**config.mk**
```make
export PLATFORM = sky130hd
export DESIGN_NAME = lcd_byte_writer_flat
export DESIGN_NICKNAME = d
export VERILOG_FILES = /design/src/rtl/lcd_byte_writer_if.sv /design/src/rtl/lcd_byte_writer.sv /design/src/flat_wrapper.sv
export SDC_FILE = /design/constraint.sdc
export NUM_CORES = 1
export LEC_CHECK = 0
export BUFFER_PORTS_ARGS = -buffer_cell sky130_fd_sc_hd__buf_2
export CORE_MARGIN = 5
export CORE_UTILIZATION = 40
export CTS_BUF_LIST = sky130_fd_sc_hd__clkbuf_4 sky130_fd_sc_hd__clkbuf_8
export DETAILED_ROUTE_END_ITERATION = 12
export PLACE_DENSITY = 0.66
export SLEW_MARGIN = 20
export SYNTH_ARGS = -nofsm -noshare
export SYNTH_HDL_FRONTEND = slang
export SYNTH_SLANG_ARGS = --single-unit
```
**constraint.sdc**
```tcl
create_clock -name clk -period 2 [get_ports clk]
set_input_delay 0.4 -clock clk [delete_from_list [all_inputs] [get_ports clk]]
set_output_delay 0.4 -clock clk [all_outputs]
set_load 0.005 [all_outputs]
```
**src/rtl/lcd_byte_writer_if.sv**
```systemverilog
// Byte handshake and HD44780 parallel-bus signals for lcd_byte_writer.
// The master is the upstream sequencer and the slave is the bus driver.
interface lcd_byte_writer_if;
    logic [7:0] data;
    logic       start;
    logic       cd;
    logic [7:0] lcd_d;
    logic       lcd_rs;
    logic       lcd_en;
    logic       done_tick;
    logic       busy;

    modport master (
        output data,
        output start,
        output cd,
        input  lcd_d,
        input  lcd_rs,
        input  lcd_en,
        input  done_tick,
        input  busy
    );

    modport slave (
        input  data,
        input  start,
        input  cd,
        output lcd_d,
        output lcd_rs,
        output lcd_en,
        output done_tick,
        output busy
    );
endinterface

```
**src/rtl/lcd_byte_writer.sv**
```systemverilog
// HD44780 8-bit bus driver: one command/data byte per start/done handshake,
// with power-on delay, setup/enable/hold timing and execution wait.
module lcd_byte_writer #(
    parameter int unsigned POWERUP_CYC = 600000,
    parameter int unsigned SETUP_CYC   = 1,
    parameter int unsigned EN_CYC      = 4,
    parameter int unsigned HOLD_CYC    = 1,
    parameter int unsigned EXEC_CYC    = 600,
    parameter int unsigned LONG_CYC    = 24000
) (
    input  logic              clk,
    input  logic              rst,
    lcd_byte_writer_if.slave  bus
);

    // Every timed state lasts at least one cycle.
    localparam int unsigned PWR_T   = (POWERUP_CYC < 1) ? 1 : POWERUP_CYC;
    localparam int unsigned SETUP_T = (SETUP_CYC   < 1) ? 1 : SETUP_CYC;
    localparam int unsigned EN_T    = (EN_CYC      < 1) ? 1 : EN_CYC;
    localparam int unsigned HOLD_T  = (HOLD_CYC    < 1) ? 1 : HOLD_CYC;
    localparam int unsigned EXEC_T  = (EXEC_CYC    < 1) ? 1 : EXEC_CYC;
    localparam int unsigned LONG_T  = (LONG_CYC    < 1) ? 1 : LONG_CYC;

    localparam logic [19:0] PWR_LAST   = 20'(PWR_T - 1);
    // The accept cycle presents the bus; SETUP_T further cycles follow before E rises.
    localparam logic [19:0] SETUP_LAST = 20'(SETUP_T);
    localparam logic [19:0] EN_LAST    = 20'(EN_T - 1);
    localparam logic [19:0] HOLD_LAST  = 20'(HOLD_T - 1);
    localparam logic [19:0] EXEC_LAST  = 20'(EXEC_T - 1);
    localparam logic [19:0] LONG_LAST  = 20'(LONG_T - 1);

    typedef enum logic [2:0] {
        ST_POWERUP = 3'd0,
        ST_IDLE    = 3'd1,
        ST_SETUP   = 3'd2,
        ST_PULSE   = 3'd3,
        ST_HOLD    = 3'd4,
        ST_EXEC    = 3'd5,
        ST_DONE    = 3'd6
    } state_t;

    state_t      state_q;
    logic [19:0] cnt_q;
    logic        long_q;
    logic [7:0]  lcd_d_q;
    logic        lcd_rs_q;
    logic        lcd_en_q;
    logic        done_q;
    logic        busy_q;

    logic [19:0] cnt_d;
    logic [19:0] term_cnt;
    logic        at_term;
    logic        long_cmd;

    // Clear (0x01) and return-home (0x02/0x03) need the long execution wait.
    assign long_cmd = ~bus.cd && (bus.data[7:2] == 6'd0) && (bus.data[1:0] != 2'd0);

    always_comb begin
        cnt_d = cnt_q + 20'd1;
        case (state_q)
            ST_POWERUP: term_cnt = PWR_LAST;
            ST_SETUP:   term_cnt = SETUP_LAST;
            ST_PULSE:   term_cnt = EN_LAST;
            ST_HOLD:    term_cnt = HOLD_LAST;
            ST_EXEC:    term_cnt = long_q ? LONG_LAST : EXEC_LAST;
            default:    term_cnt = 20'd0;
        endcase
    end

    assign at_term = (cnt_q == term_cnt);

    always_ff @(posedge clk or negedge rst) begin
        if (!rst) begin
            state_q  <= ST_POWERUP;
            cnt_q    <= 20'd0;
            long_q   <= 1'b0;
            lcd_d_q  <= 8'h00;
            lcd_rs_q <= 1'b0;
            lcd_en_q <= 1'b0;
            done_q   <= 1'b0;
            busy_q   <= 1'b1;
        end else begin
            done_q <= 1'b0;
            case (state_q)
                ST_POWERUP: begin
                    if (at_term) begin
                        cnt_q   <= 20'd0;
                        busy_q  <= 1'b0;
                        state_q <= ST_IDLE;
                    end else begin
                        cnt_q <= cnt_d;
                    end
                end
                ST_IDLE: begin
                    cnt_q <= 20'd0;
                    if (bus.start) begin
                        lcd_d_q  <= bus.data;
                        lcd_rs_q <= bus.cd;
                        long_q   <= long_cmd;
                        busy_q   <= 1'b1;
                        state_q  <= ST_SETUP;
                    end
                end
                ST_SETUP: begin
                    if (at_term) begin
                        cnt_q    <= 20'd0;
                        lcd_en_q <= 1'b1;
                        state_q  <= ST_PULSE;
                    end else begin
                        cnt_q <= cnt_d;
                    end
                end
                ST_PULSE: begin
                    if (at_term) begin
                        cnt_q    <= 20'd0;
                        lcd_en_q <= 1'b0;
                        state_q  <= ST_HOLD;
                    end else begin
                        cnt_q <= cnt_d;
                    end
                end
                ST_HOLD: begin
                    if (at_term) begin
                        cnt_q   <= 20'd0;
                        state_q <= ST_EXEC;
                    end else begin
                        cnt_q <= cnt_d;
                    end
                end
                ST_EXEC: begin
                    if (at_term) begin
                        cnt_q   <= 20'd0;
                        done_q  <= 1'b1;
                        state_q <= ST_DONE;
                    end else begin
                        cnt_q <= cnt_d;
                    end
                end
                ST_DONE: begin
                    cnt_q   <= 20'd0;
                    busy_q  <= 1'b0;
                    state_q <= ST_IDLE;
                end
                default: begin
                    cnt_q    <= 20'd0;
                    lcd_en_q <= 1'b0;
                    busy_q   <= 1'b1;
                    state_q  <= ST_POWERUP;
                end
            endcase
        end
    end

    assign bus.lcd_d     = lcd_d_q;
    assign bus.lcd_rs    = lcd_rs_q;
    assign bus.lcd_en    = lcd_en_q;
    assign bus.done_tick = done_q;
    assign bus.busy      = busy_q;

endmodule

```
**src/flat_wrapper.sv**
```systemverilog
// flat-port wrapper written by rule: the top's interface ports become plain ports
module lcd_byte_writer_flat 
#(
    parameter int unsigned POWERUP_CYC = 600000,
    parameter int unsigned SETUP_CYC   = 1,
    parameter int unsigned EN_CYC      = 4,
    parameter int unsigned HOLD_CYC    = 1,
    parameter int unsigned EXEC_CYC    = 600,
    parameter int unsigned LONG_CYC    = 24000
)
  (clk, rst, bus_data, bus_start, bus_cd, bus_lcd_d, bus_lcd_rs, bus_lcd_en, bus_done_tick, bus_busy);
  lcd_byte_writer_if bus_i ();
  input  logic clk;
  input  logic rst;
  input wire logic [$bits(bus_i.data)-1:0] bus_data;
  input wire logic [$bits(bus_i.start)-1:0] bus_start;
  input wire logic [$bits(bus_i.cd)-1:0] bus_cd;
  output wire logic [$bits(bus_i.lcd_d)-1:0] bus_lcd_d;
  output wire logic [$bits(bus_i.lcd_rs)-1:0] bus_lcd_rs;
  output wire logic [$bits(bus_i.lcd_en)-1:0] bus_lcd_en;
  output wire logic [$bits(bus_i.done_tick)-1:0] bus_done_tick;
  output wire logic [$bits(bus_i.busy)-1:0] bus_busy;
  assign bus_i.data = bus_data;
  assign bus_i.start = bus_start;
  assign bus_i.cd = bus_cd;
  assign bus_lcd_d = bus_i.lcd_d;
  assign bus_lcd_rs = bus_i.lcd_rs;
  assign bus_lcd_en = bus_i.lcd_en;
  assign bus_done_tick = bus_i.done_tick;
  assign bus_busy = bus_i.busy;
  lcd_byte_writer #(.POWERUP_CYC(POWERUP_CYC), .SETUP_CYC(SETUP_CYC), .EN_CYC(EN_CYC), .HOLD_CYC(HOLD_CYC), .EXEC_CYC(EXEC_CYC), .LONG_CYC(LONG_CYC)) u_core (.clk(clk), .rst(rst), .bus(bus_i));
endmodule
```
# Word level (Yosys, flattened, before mapping)
# Cells that the tools add are included.
dict set report totals {
  regBits 36
  input_bits 12
  output_inout_bits 12
  elab_cells 55
}
dict set report op_classes {
  addsub 1
  eq_ne 13
  n_mux 18
  bitwise_logic 3
  reduce_logical 12
}
# cell count
set op_table {}
lappend op_table {{one-hot mux 20 bit (4 select lines)} 1}
lappend op_table {{2-to-1 mux 20 bit} 2}
lappend op_table {{one-hot mux 3 bit (7 select lines)} 1}
lappend op_table {{adder 20 x 1 -> 20 bit, second input constant} 1}
lappend op_table {{equality test 20 bit} 1}
lappend op_table {{2-to-1 mux 3 bit} 6}
lappend op_table {{2-to-1 mux 15 bit} 1}
lappend op_table {{inequality test 2 x 1 -> 1 bit, second input constant} 5}
lappend op_table {{OR reduction 5 bit} 2}
lappend op_table {{equality test 3 bit, second input constant} 3}
lappend op_table {{equality test 3 x 2 -> 1 bit, second input constant} 2}
lappend op_table {{logical NOT 6 bit} 1}
lappend op_table {{AND reduction 3 bit} 2}
lappend op_table {{AND reduction 6 bit} 1}
lappend op_table {{2-to-1 mux 1 bit} 5}
lappend op_table {{one-hot mux 1 bit (4 select lines)} 1}
lappend op_table {{OR reduction 4 bit} 1}
lappend op_table {{equality test 3 x 1 -> 1 bit, second input constant} 1}
lappend op_table {{logical NOT 3 bit} 1}
lappend op_table {{inverter 1 bit} 3}
lappend op_table {{one-hot mux 1 bit (3 select lines)} 1}
lappend op_table {{logical AND 1 bit} 2}
lappend op_table {{inequality test 2 bit, second input constant} 1}
lappend op_table {{AND reduction 2 bit} 1}
lappend op_table {{nonzero test 2 bit} 1}

# Depth between registers and ports, before layout
# Gate-level depths: netlist of run 1.
dict set report depth {
  ltp_word 5
  mapped_depth 10
  depth_no_buf 7
}

# Worst setup path before layout of run 1
# No wires, ideal clock.
dict set report synth_timing {
  path_kind {register -> register}
  start {register u_core.cnt_q[10]}
  end {register u_core.cnt_q[11]}
  t_arrival_ns 1.870
  slack_ns 0.012
  stages_incl_launch_ff 10
  path_cell_list {dfrtp_1 > or4_4 > nor3_2 > nor2_1 > o31ai_2 > nand3_1 > buf_6 > nand2_2 > buf_4 > nor2_1}
}
dict set report synth_via {
  elab_chain_len 3
  word_cells_on_any_way 4
  cone_classes {add/sub: 1; eq/ne: 1; mux: 2}
}
# element line
set synth_lines {}
lappend synth_lines {{start, declared} lcd_byte_writer.sv:43} ;# logic [19:0] cnt_q;
lappend synth_lines {{start signal, assigned} lcd_byte_writer.sv:92} ;# cnt_q <= cnt_d;
lappend synth_lines {{start signal, assigned} lcd_byte_writer.sv:111} ;# cnt_q <= cnt_d;
lappend synth_lines {{start signal, assigned} lcd_byte_writer.sv:120} ;# cnt_q <= cnt_d;
lappend synth_lines {{adder 20 x 1 -> 20 bit or equality test 20 bit (tied branches)} {lcd_byte_writer.sv:60, lcd_byte_writer.sv:71}}
lappend synth_lines {{2-to-1 mux 20 bit (*) (2 in series)} --}
# Every way passes the cells marked *; elsewhere a longest branch is shown, timed or not.
# A chain may end at the register's enable or synchronous reset.

# Final worst setup path of run 1
dict set report layout_timing {
  start {register u_core.cnt_q[5]}
  end {register u_core.state_q[1]}
}
dict set report layout_via {
  elab_chain_len 3
  word_cells_on_any_way 7
  cone_classes {eq/ne: 6; reduce/logical: 1}
}
# element line
set layout_lines {}
lappend layout_lines {{equality test 20 bit (*)} lcd_byte_writer.sv:71} ;# assign at_term = (cnt_q == term_cnt);
lappend layout_lines {{inequality test 2 x 1 -> 1 bit (no source line)} --}
lappend layout_lines {{AND reduction 6 bit (no source line) (*)} --}
lappend layout_lines {{end signal, assigned} lcd_byte_writer.sv:75} ;# state_q <= ST_POWERUP;
lappend layout_lines {{end signal, assigned} lcd_byte_writer.sv:90} ;# state_q <= ST_IDLE;
lappend layout_lines {{end signal, assigned} lcd_byte_writer.sv:102} ;# state_q <= ST_SETUP;
lappend layout_lines {{end, declared} lcd_byte_writer.sv:42} ;# state_t state_q;
# Marks and branches as above.

==> out/metrics.cfg, run 1 <==
[placement]
pre_cts_slack_ns = -0.2465
gp_congestion = 0.9167
hpwl_um = 3500
io_buffer_count = 23
placed_area_um2 = 2487

[cts]
cts_root_buf = clkbuf_8
clk_latency_ns = 0.29
cts_buffer_depth = 2
cts.sinks = 36
cts_made_buffers = 5
holdBufCountCts = 0
cts_tree = built
path_clk_slew_ns = 0.07
htreeDepth = 2

[layout]
syn_to_final_growth_pct = 32.14
final_area_um2 = 2670
layout_common_cells = 42 x buf_4, 34 x nor2_1, 33 x dfrtp_1
final_common_cell = buf_4
n_antenna_cell = 0
fin_util_pct = 55.43
drive_gt1_share_pct = 35.92
final_nets = 296

[floorplan]
die_area_um2 = 6573
initial_utilization_pct = 41.95
die_w_um = 81.08
ios = 24
core_um2 = 4817
rows = 25
die_h_um = 81.08

[detailed_routing]
vias_per_cell = 5.097
dr_total_vias = 1789
antenna_left = 0
drt-pass1-iter-count = 5
drtIter0Drc = 60
routedWlPerCell_um = 13.65
drc = 0
drt-total-wl_um = 4791

[timing]
max_freq_mhz = 449.2
tightest_slew_ns = 0.4751
slew_violations = 0
rsz0062_at_grt = yes
hold_viol = 0
setup_violations = 26
max-slew-margin-rel_pct = 68.33
fin_hold_ws_ns = 0.1490
finalCritPeriodShare_pct = 111.3
finalClockSkew_ns = 0.004539
fin_ws_ns = -0.2262
period_needed_ns = 2.226

[hold_path]
holdCritPathClass = in -> async

[global_route]
antenna_found_initial = 0
grt_max_degree = 37
gr-usage-met2_pct = 26.44
grt.total_usage_pct = 16.46
grt_pass1_wl_um = 8266
use_met3_pct = 3.880
met1_usage_pct = 22.21
grt-ovfl-total = 0
grt_busiest_layer = met2
grt_pass1_vias = 1799

[critical_path]
critical_path_class = reg -> reg
worst_ep_arrival_time_ns = 2.39
path_buf_inv = 0
crit_required_ns = 2.17
crit_path_start_kind = flip-flop
path_delay_family = simple AND/OR/NAND/NOR gates
ff2ff_setup_slack_ns = -0.23
timing.rr.end = u_core.state_q[1]
r2r_start = u_core.cnt_q[5]
end_kind = flip-flop
crit_chain = or4_4 -> nor4_2 -> o21ai_1 -> nor3_2 -> nor4b_4 -> a21oi_1 -> or3_1
cpPeakStageDelay_ns = 0.58
cp_max_fo = 3
slowest_stage = or4_4
reg2regPathDepth = 7

[logic_synthesis]
syn_nets = 233
muxShareOfSynthArea_pct = 6.006
async_flop_share_pct = 100.0
synthTopCellsByArea = dfrtp_1 43%, nor2_1 6.5%, xnor2_1 5.6%
ys_seq_elements = 36
yosys_warnings = 0
avgSynthCellArea_um2 = 9.185
synth_area_leader_cell = dfrtp_1
synth_top_flop_cell = dfrtp_1
synth_top_family_by_area = simple AND/OR/NAND/NOR gates
synth_top_area_share_pct = 43.34
syn_inst = 220
synth_cell_type_count = 45
yosysSeqAreaShare_pct = 44.64
synthSimpleGateAreaFrac_pct = 25.57
synth_edf_count = 0
synth_fa_ha_area_share_pct = 0.6192
syn-cell-area_um2 = 2021
synth_xor_area_share_pct = 9.536
synth_compound_area_share_pct = 8.978

[pwr]
power_leakage_uw = 0.001224
irDropWorstVdd_mv = 0.4171
powerDensity_nw_per_um2 = 509.3
totalPowerFinal_uw = 1360

[run]
drv_cap = 0

[outcome]
status = complete, but fails checks
failed_checks = negative setup slack

==> logic make-up after synthesis <==
| group | count (synthesis) |
|---|---|
| xor+xnor | 22 |
| fa+ha+maj | 1 |
| buf+inv | 19 |
| flops | 36 |
| simple gates | 102 |
| compound gates | 29 |
| mux | 11 |
==> state kept, by name (all words and copies together) (netlist names) <==
register / count
u_core.bus.busy: 1
u_core.bus.done_tick: 1
u_core.bus.lcd_d: 8
u_core.bus.lcd_en: 1
u_core.bus.lcd_rs: 1
u_core.cnt_q: 20
u_core.long_q: 1
u_core.state_q: 3
==> cells in the mapped netlist, drive strengths merged, types with 4 or more instances <==
cell type / n
dfrtp: 35
nor2: 35
nand2: 15
xnor2: 13
buf: 11
nand3: 11
nor3: 11
o21ai: 10
mux2: 9
xor2: 9
nor4: 8
a21oi: 7
inv: 6
and3: 4
nor2b: 4
or3: 4
==> report_power, final <==
group | switching, uW | leakage [uW] | internal (uW) | total, uW
sequential | 4.94 | 0.000460 | 738 | 743
combinational | 31.9 | 0.000717 | 28.1 | 60.0
clock | 263 | 0.0000479 | 294 | 557
==> through the flow <==
step | TNS (ns) | instances
3_3_place_gp | -2.399 | 341
5_1_grt | -5.824 | 351
3_5_place_dp | -3.260 | 341
6_report | -2.842 | 351
4_1_cts | -1.306 | 350
2_1_floorplan | 0 | 220
==> worst max-delay path by stage <==
stage | startpoint | to | slack, ns | cells past startpoint
floorplan | u_core.cnt_q[10] | u_core.cnt_q[11] | 0.01 | 9
global placement | u_core.state_q[2] | u_core.state_q[1] | -0.20 | 7
CTS | u_core.cnt_q[10] | u_core.state_q[1] | -0.16 | 7
finish | u_core.cnt_q[5] | u_core.state_q[1] | -0.23 | 7
global route | u_core.cnt_q[5] | u_core.bus.lcd_en | -0.31 | 8
detailed placement | u_core.state_q[2] | u_core.bus.lcd_en | -0.25 | 9
==> repair_timing <==
item / CTS / global route
gates cloned: 0 / 0
buffers inserted: 1 / 1
endpoints found under the setup margin: 26 / 26
pin swaps: 4 / 3
resized for setup: 12 / 6
==> metal layers <==
layer	up-vias	share of wire [%]
met5	-	0
met4	0	0.83
met3	4	5.3
met2	43	45
met1	851	48
li1	891	-
==> area by class of cell <==
class | count | area (um2)
Clock buffer | 7 | 90.09
Inverter | 7 | 26.28
Sequential cell | 36 | 904.6
Tap cell | 67 | 83.83
Timing Repair Buffer | 68 | 473.0
Multi-Input combinational cell | 165 | 1085
Clock inverter | 1 | 7.507
Fill cell | 447 | 2147
Note: power is estimated with default switching activity, not from simulation.
==> inputs of run 2 (changes only) <==
Settings changed: BUFFER_PORTS_ARGS -buffer_cell sky130_fd_sc_hd__buf_2 to unset, DONT_BUFFER_PORTS set to 1, PLACE_DENSITY 0.66 to 0.61.
==> run 2 against run 1 <==
The run still ends with negative setup slack left; combinational power down 35%; die area unchanged; largest cell class unchanged; clock power increased by 2%; sequential cell count stayed put; critical path depth up 1; sequential share of layout area increased by 2.6 points; via count decreased by 4.6%; sequential power about the same; final cell count fell by 9.1%; design area decreased by 7.1%; utilization is 3.9 points lower; count of clock-buffer cells in the layout is the same.
==> out/metrics.cfg, run 2 (synthesis gave the netlist of run 1 again) <==
[layout]
largest_reg_flops = 20
final_common_cell = nor2_1
fillCellCount = 473
drive_gt1_share_pct = 26.98
fin_util_pct = 51.51
final_nets = 264
seq_area_um2 = 904.6
multiInputGateArea_um2 = 1067
n_antenna_cell = 0
syn_to_final_growth_pct = 22.79
regMostFlops = u_core.cnt_q
final_area_um2 = 2481
layout_common_cells = 34 x nor2_1, 33 x dfrtp_1, 32 x buf_4

[critical_path]
cpPeakStageDelay_ns = 0.56
worst_ep_arrival_time_ns = 2.27
end_kind = flip-flop
cp_max_fo = 10
crit_path_start_kind = flip-flop
crit_required_ns = 2.23
crit_chain = or4_4 -> nor3_2 -> nor2_1 -> o31ai_2 -> nand3_1 -> buf_6 -> o31a_1 -> o21a_1
critical_path_class = reg -> reg
path_delay_family = simple AND/OR/NAND/NOR gates
path_buf_inv = 1
slowest_stage = or4_4

[timing]
setup_violations = 2
fin_hold_ws_ns = 0.2530
hold_viol = 0
fin_ws_ns = -0.04044
finalCritPeriodShare_pct = 102.0
finalClockSkew_ns = 0.007386
slew_violations = 0
period_needed_ns = 2.040
rsz0062_at_grt = yes
max_freq_mhz = 490.1
tightest_slew_ns = 0.4742
max-slew-margin-rel_pct = 68.10

[pwr]
power_leakage_uw = 0.001082
p_comb_share_pct = 2.9
p_sw_uw = 302.8
powerDensity_nw_per_um2 = 544.3
clockPowerShare_pct = 41.9
p_seq_share_pct = 55.2
irDropWorstVdd_mv = 0.4917
p_int_uw = 1048
totalPowerFinal_uw = 1351
swShare_pct = 22.42

[detailed_routing]
vias_per_cell = 5.351
drc = 0
dr_total_vias = 1707
drtIter0Drc = 100
drt-pass1-iter-count = 4
antenna_left = 0
routedWlPerCell_um = 14.53
drt-total-wl_um = 4635

[floorplan]
die_area_um2 = 6573
ios = 24
core_um2 = 4817
rows = 25
die_h_um = 81.08
initial_utilization_pct = 41.95
die_w_um = 81.08

[global_route]
gr-usage-met2_pct = 25.37
grt_pass1_vias = 1722
grt_max_degree = 37
antenna_found_initial = 0
grt.total_usage_pct = 16.11
grt-ovfl-total = 0
grt_busiest_layer = met2
met1_usage_pct = 21.18
grt_pass1_wl_um = 8148
use_met3_pct = 4.324

[placement]
hpwl_um = 3416
gp_congestion = 0.8855
placed_area_um2 = 2305
io_buffer_count = 0

[cts]
cts_tree = built
cts_root_buf = clkbuf_8
path_clk_slew_ns = 0.07
clk_latency_ns = 0.29
cts.sinks = 36
htreeDepth = 2
cts_buffer_depth = 2
cts_made_buffers = 5

[run]
drv_cap = 0

[outcome]
failed_checks = negative setup slack
status = complete, but fails checks

[hold_path]
holdCritPathClass = in -> reg

-- run 2: cell types whose count changed in the layout (fill, tap and decap cells not counted), moves of 2 or more --
cell     change
buf_2       -23
buf_4       -10
a21oi_1      +2
a21oi_2      -2
nor3_2       +2
nor4_1       -2
nor4_2       +2
-- run 2: worst reg2reg max path, stage by stage (launching register included) --
cell	delay, ns
dfrtp_1	0.38
or4_4	0.56
nor3_2	0.13
nor2_1	0.07
o31ai_2	0.17
nand3_1	0.11
buf_6	0.15
o31a_1	0.23
o21a_1	0.17
-- run 2: per-layer routing --
| metal | wire [um] | vias up | share of wire, % |
|---|---|---|---|
| li1 | - | 828 | - |
| met1 | 2190 | 832 | 47 |
| met2 | 2158 | 40 | 47 |
| met3 | 213 | 7 | 4.6 |
| met4 | 72 | 0 | 1.6 |
| met5 | 0 | - | 0 |
-- run 2: power by group through the flow --
stage	Combinational, uW	Sequential (uW)	Clock (uW)
floorplan	13.4	759	0
detailed placement	18.7	761	0
finish	39.2	746	566
global route	45.7	747	618
global placement	17.5	760	0
CTS	40.8	746	583
-- run 2: per-stage QoR --
stage	setup TNS [ns]	worst slack [ns]	cells
3_5_place_dp	-0.5742	-0.08374	309
4_1_cts	-0.08194	-0.04288	319
6_report	-0.06643	-0.04044	319
2_1_floorplan	0	0.01176	220
3_3_place_gp	-0.1662	-0.1019	309
5_1_grt	-2.627	-0.1577	319
-- run 2: path summary, 6_finish.rpt --
path                                    from             endpoint  slack [ns]  depth (start not counted)
max reg2reg                 u_core.cnt_q[10]      u_core.bus.busy       -0.04                          8
min                              bus_data[7]  u_core.bus.lcd_d[7]        0.25                          1
min in group asynchronous                rst     u_core.cnt_q[17]        0.56                          2
max in group asynchronous                rst      u_core.bus.busy        1.19                          2
max                         u_core.cnt_q[10]      u_core.bus.busy       -0.04                          8
min reg2reg                u_core.bus.lcd_rs    u_core.bus.lcd_rs        0.54                          1
-- run 2: cell type report --
type / count / share of cell area [%]
Timing Repair Buffer: 36 / 12.15
Tap cell: 67 / 3.379
Clock buffer: 7 / 3.631
Inverter: 7 / 1.059
Sequential cell: 36 / 36.46
Multi-Input combinational cell: 165 / 43.02
Clock inverter: 1 / 0.3026
-- run 2: timing repair --
item,CTS,global route
buffers inserted,0,0
pin swaps,0,1
hold buffers,2,0
hold endpoints to repair,36,0
resized for setup,10,3
setup endpoints to repair,24,26
==> inputs of run 3 (changes only) <==
Settings changed: CORE_MARGIN 5 to unset, SKIP_CTS_REPAIR_TIMING set to 1.
==> run 3 against run 2 <==
Hold slack lost 0.0012 ns; via count fell by 1.8%; sequential cell count stayed put; register-to-register slack worse by 0.08 ns; the run still ends with negative setup slack left; clock skew decreased by 0.0017 ns; critical path type unchanged; final cell count increased by 1.3%.
==> out/metrics.cfg, run 3 (synthesis gave the netlist of run 1 again) <==
[timing]
finalClockSkew_ns = 0.005686
max_freq_mhz = 470.9
rsz0062_at_grt = yes
fin_ws_ns = -0.1238
hold_viol = 0
tightest_slew_ns = 0.3576
finalSetupTns_ns = -1.639
period_needed_ns = 2.124
slew_violations = 0
finalCritPeriodShare_pct = 106.2
setup_violations = 25
fin_hold_ws_ns = 0.2518
max-slew-margin-rel_pct = 75.91

[layout]
regMostFlops = u_core.cnt_q
n_antenna_cell = 0
fillCellCount = 459
fin_util_pct = 51.82
drive_gt1_share_pct = 26.56
layout_common_cells = 37 x buf_4, 35 x nor2_1, 32 x dfrtp_1
final_common_cell = buf_4
final_nets = 268
largest_reg_flops = 20
syn_to_final_growth_pct = 22.72

[detailed_routing]
drt-total-wl_um = 4429
drc = 0
vias_per_cell = 5.189
dr_total_vias = 1676
drtIter0Drc = 59
antenna_left = 0
routedWlPerCell_um = 13.71
drt-pass1-iter-count = 5

[pwr]
p_comb_share_pct = 2.9
p_int_uw = 1033
clockPowerShare_pct = 41.9
power_leakage_uw = 0.001091
irDropWorstVdd_mv = 0.3687
p_sw_uw = 316.0
p_seq_share_pct = 55.2
swShare_pct = 23.43
powerDensity_nw_per_um2 = 543.9

[floorplan]
die_w_um = 73.08
rows = 25
core_um2 = 4786
die_h_um = 73.08
die_area_um2 = 5340
ios = 24
initial_utilization_pct = 42.22

[critical_path]
crit_path_start_kind = flip-flop
crit_required_ns = 2.23
worst_ep_arrival_time_ns = 2.36
critical_path_class = reg -> reg
end_kind = flip-flop
cp_max_fo = 9

[cts]
cts_made_buffers = 5
clk_latency_ns = 0.29
path_clk_slew_ns = 0.08
cts.sinks = 36
cts_root_buf = clkbuf_8
htreeDepth = 2
cts_tree = built
cts_buffer_depth = 2

[placement]
hpwl_um = 3082
io_buffer_count = 0
gp_congestion = 0.9377

[global_route]
grt-ovfl-total = 0
grt.total_usage_pct = 18.62
grt_pass1_vias = 1644
grt_max_degree = 37
grt_pass1_wl_um = 7576
antenna_found_initial = 0

[run]
drv_cap = 0

[outcome]
failed_checks = negative setup slack
status = complete, but fails checks

[hold_path]
holdCritPathClass = in -> reg

-- run 3: cell types whose count changed in the layout (fill, tap and decap cells not counted), moves of 2 or more --
cell / delta
nor3_1: +2
nor3_2: -2
buf_4: +5
nor4_1: +2
nor4_2: -2
-- run 3: cell type report --
type	count	area [um2]	share of cell area, %
clock inverter	2	15.01	0.6054
multi-input combinational	165	1039	41.88
sequential	36	905.9	36.53
timing repair buffer	40	327.8	13.22
clock buffer	6	82.58	3.330
tap	67	83.83	3.380
inverter	7	26.28	1.060
-- run 3: worst paths after layout --
check	cells after the start	endpoint	slack (ns)	start
max	8	u_core.bus.busy	-0.12	u_core.cnt_q[10]
min	1	u_core.bus.lcd_d[0]	0.25	bus_data[0]
max reg2reg	8	u_core.bus.busy	-0.12	u_core.cnt_q[10]
min reg2reg	1	u_core.bus.lcd_d[6]	0.54	u_core.bus.lcd_d[6]
max in group asynchronous	2	u_core.bus.busy	1.20	rst
min in group asynchronous	2	u_core.state_q[1]	0.56	rst
-- run 3: routing by layer --
layer  global-route usage, %  vias to the layer above  wire (um)
met5                       0                        -          0
met4                   8.715                        0        111
met3                   4.558                       11        168
met2                   28.60                       44       2014
met1                   24.63                      787       2135
li1                        -                      834          -
-- run 3: critical path, stage by stage, from the launching register on --
cell and delay (ns):
dfrtp_1 0.40, or4_4 0.57, nor4_1 0.19, o21ai_0 0.14, o31ai_2 0.09, nand3_1 0.11
buf_4 0.18, o31a_1 0.23, o21a_1 0.16
-- run 3: per-stage QoR --
step           setup WS [ns]  instances  power, uW  cell area [um2]
6_report             -0.1238        323       1349             2480
5_1_grt              -0.2261        323       1394             2480
4_1_cts              -0.1401        316       1348             2395
3_5_place_dp         -0.1385        308      778.0             2297
3_3_place_gp         -0.1098        308      777.5             2297
2_1_floorplan        0.01176        220      772.0             2021
-- run 3: power by group through the flow --
stage	Combinational (uW)	Sequential [uW]	Clock, uW
2_1_floorplan	13.4	759	0
3_3_place_gp	18.1	759	0
3_5_place_dp	18.5	760	0
4_1_cts	18.5	745	584
5_1_grt	43.4	746	605
6_report	38.8	745	565
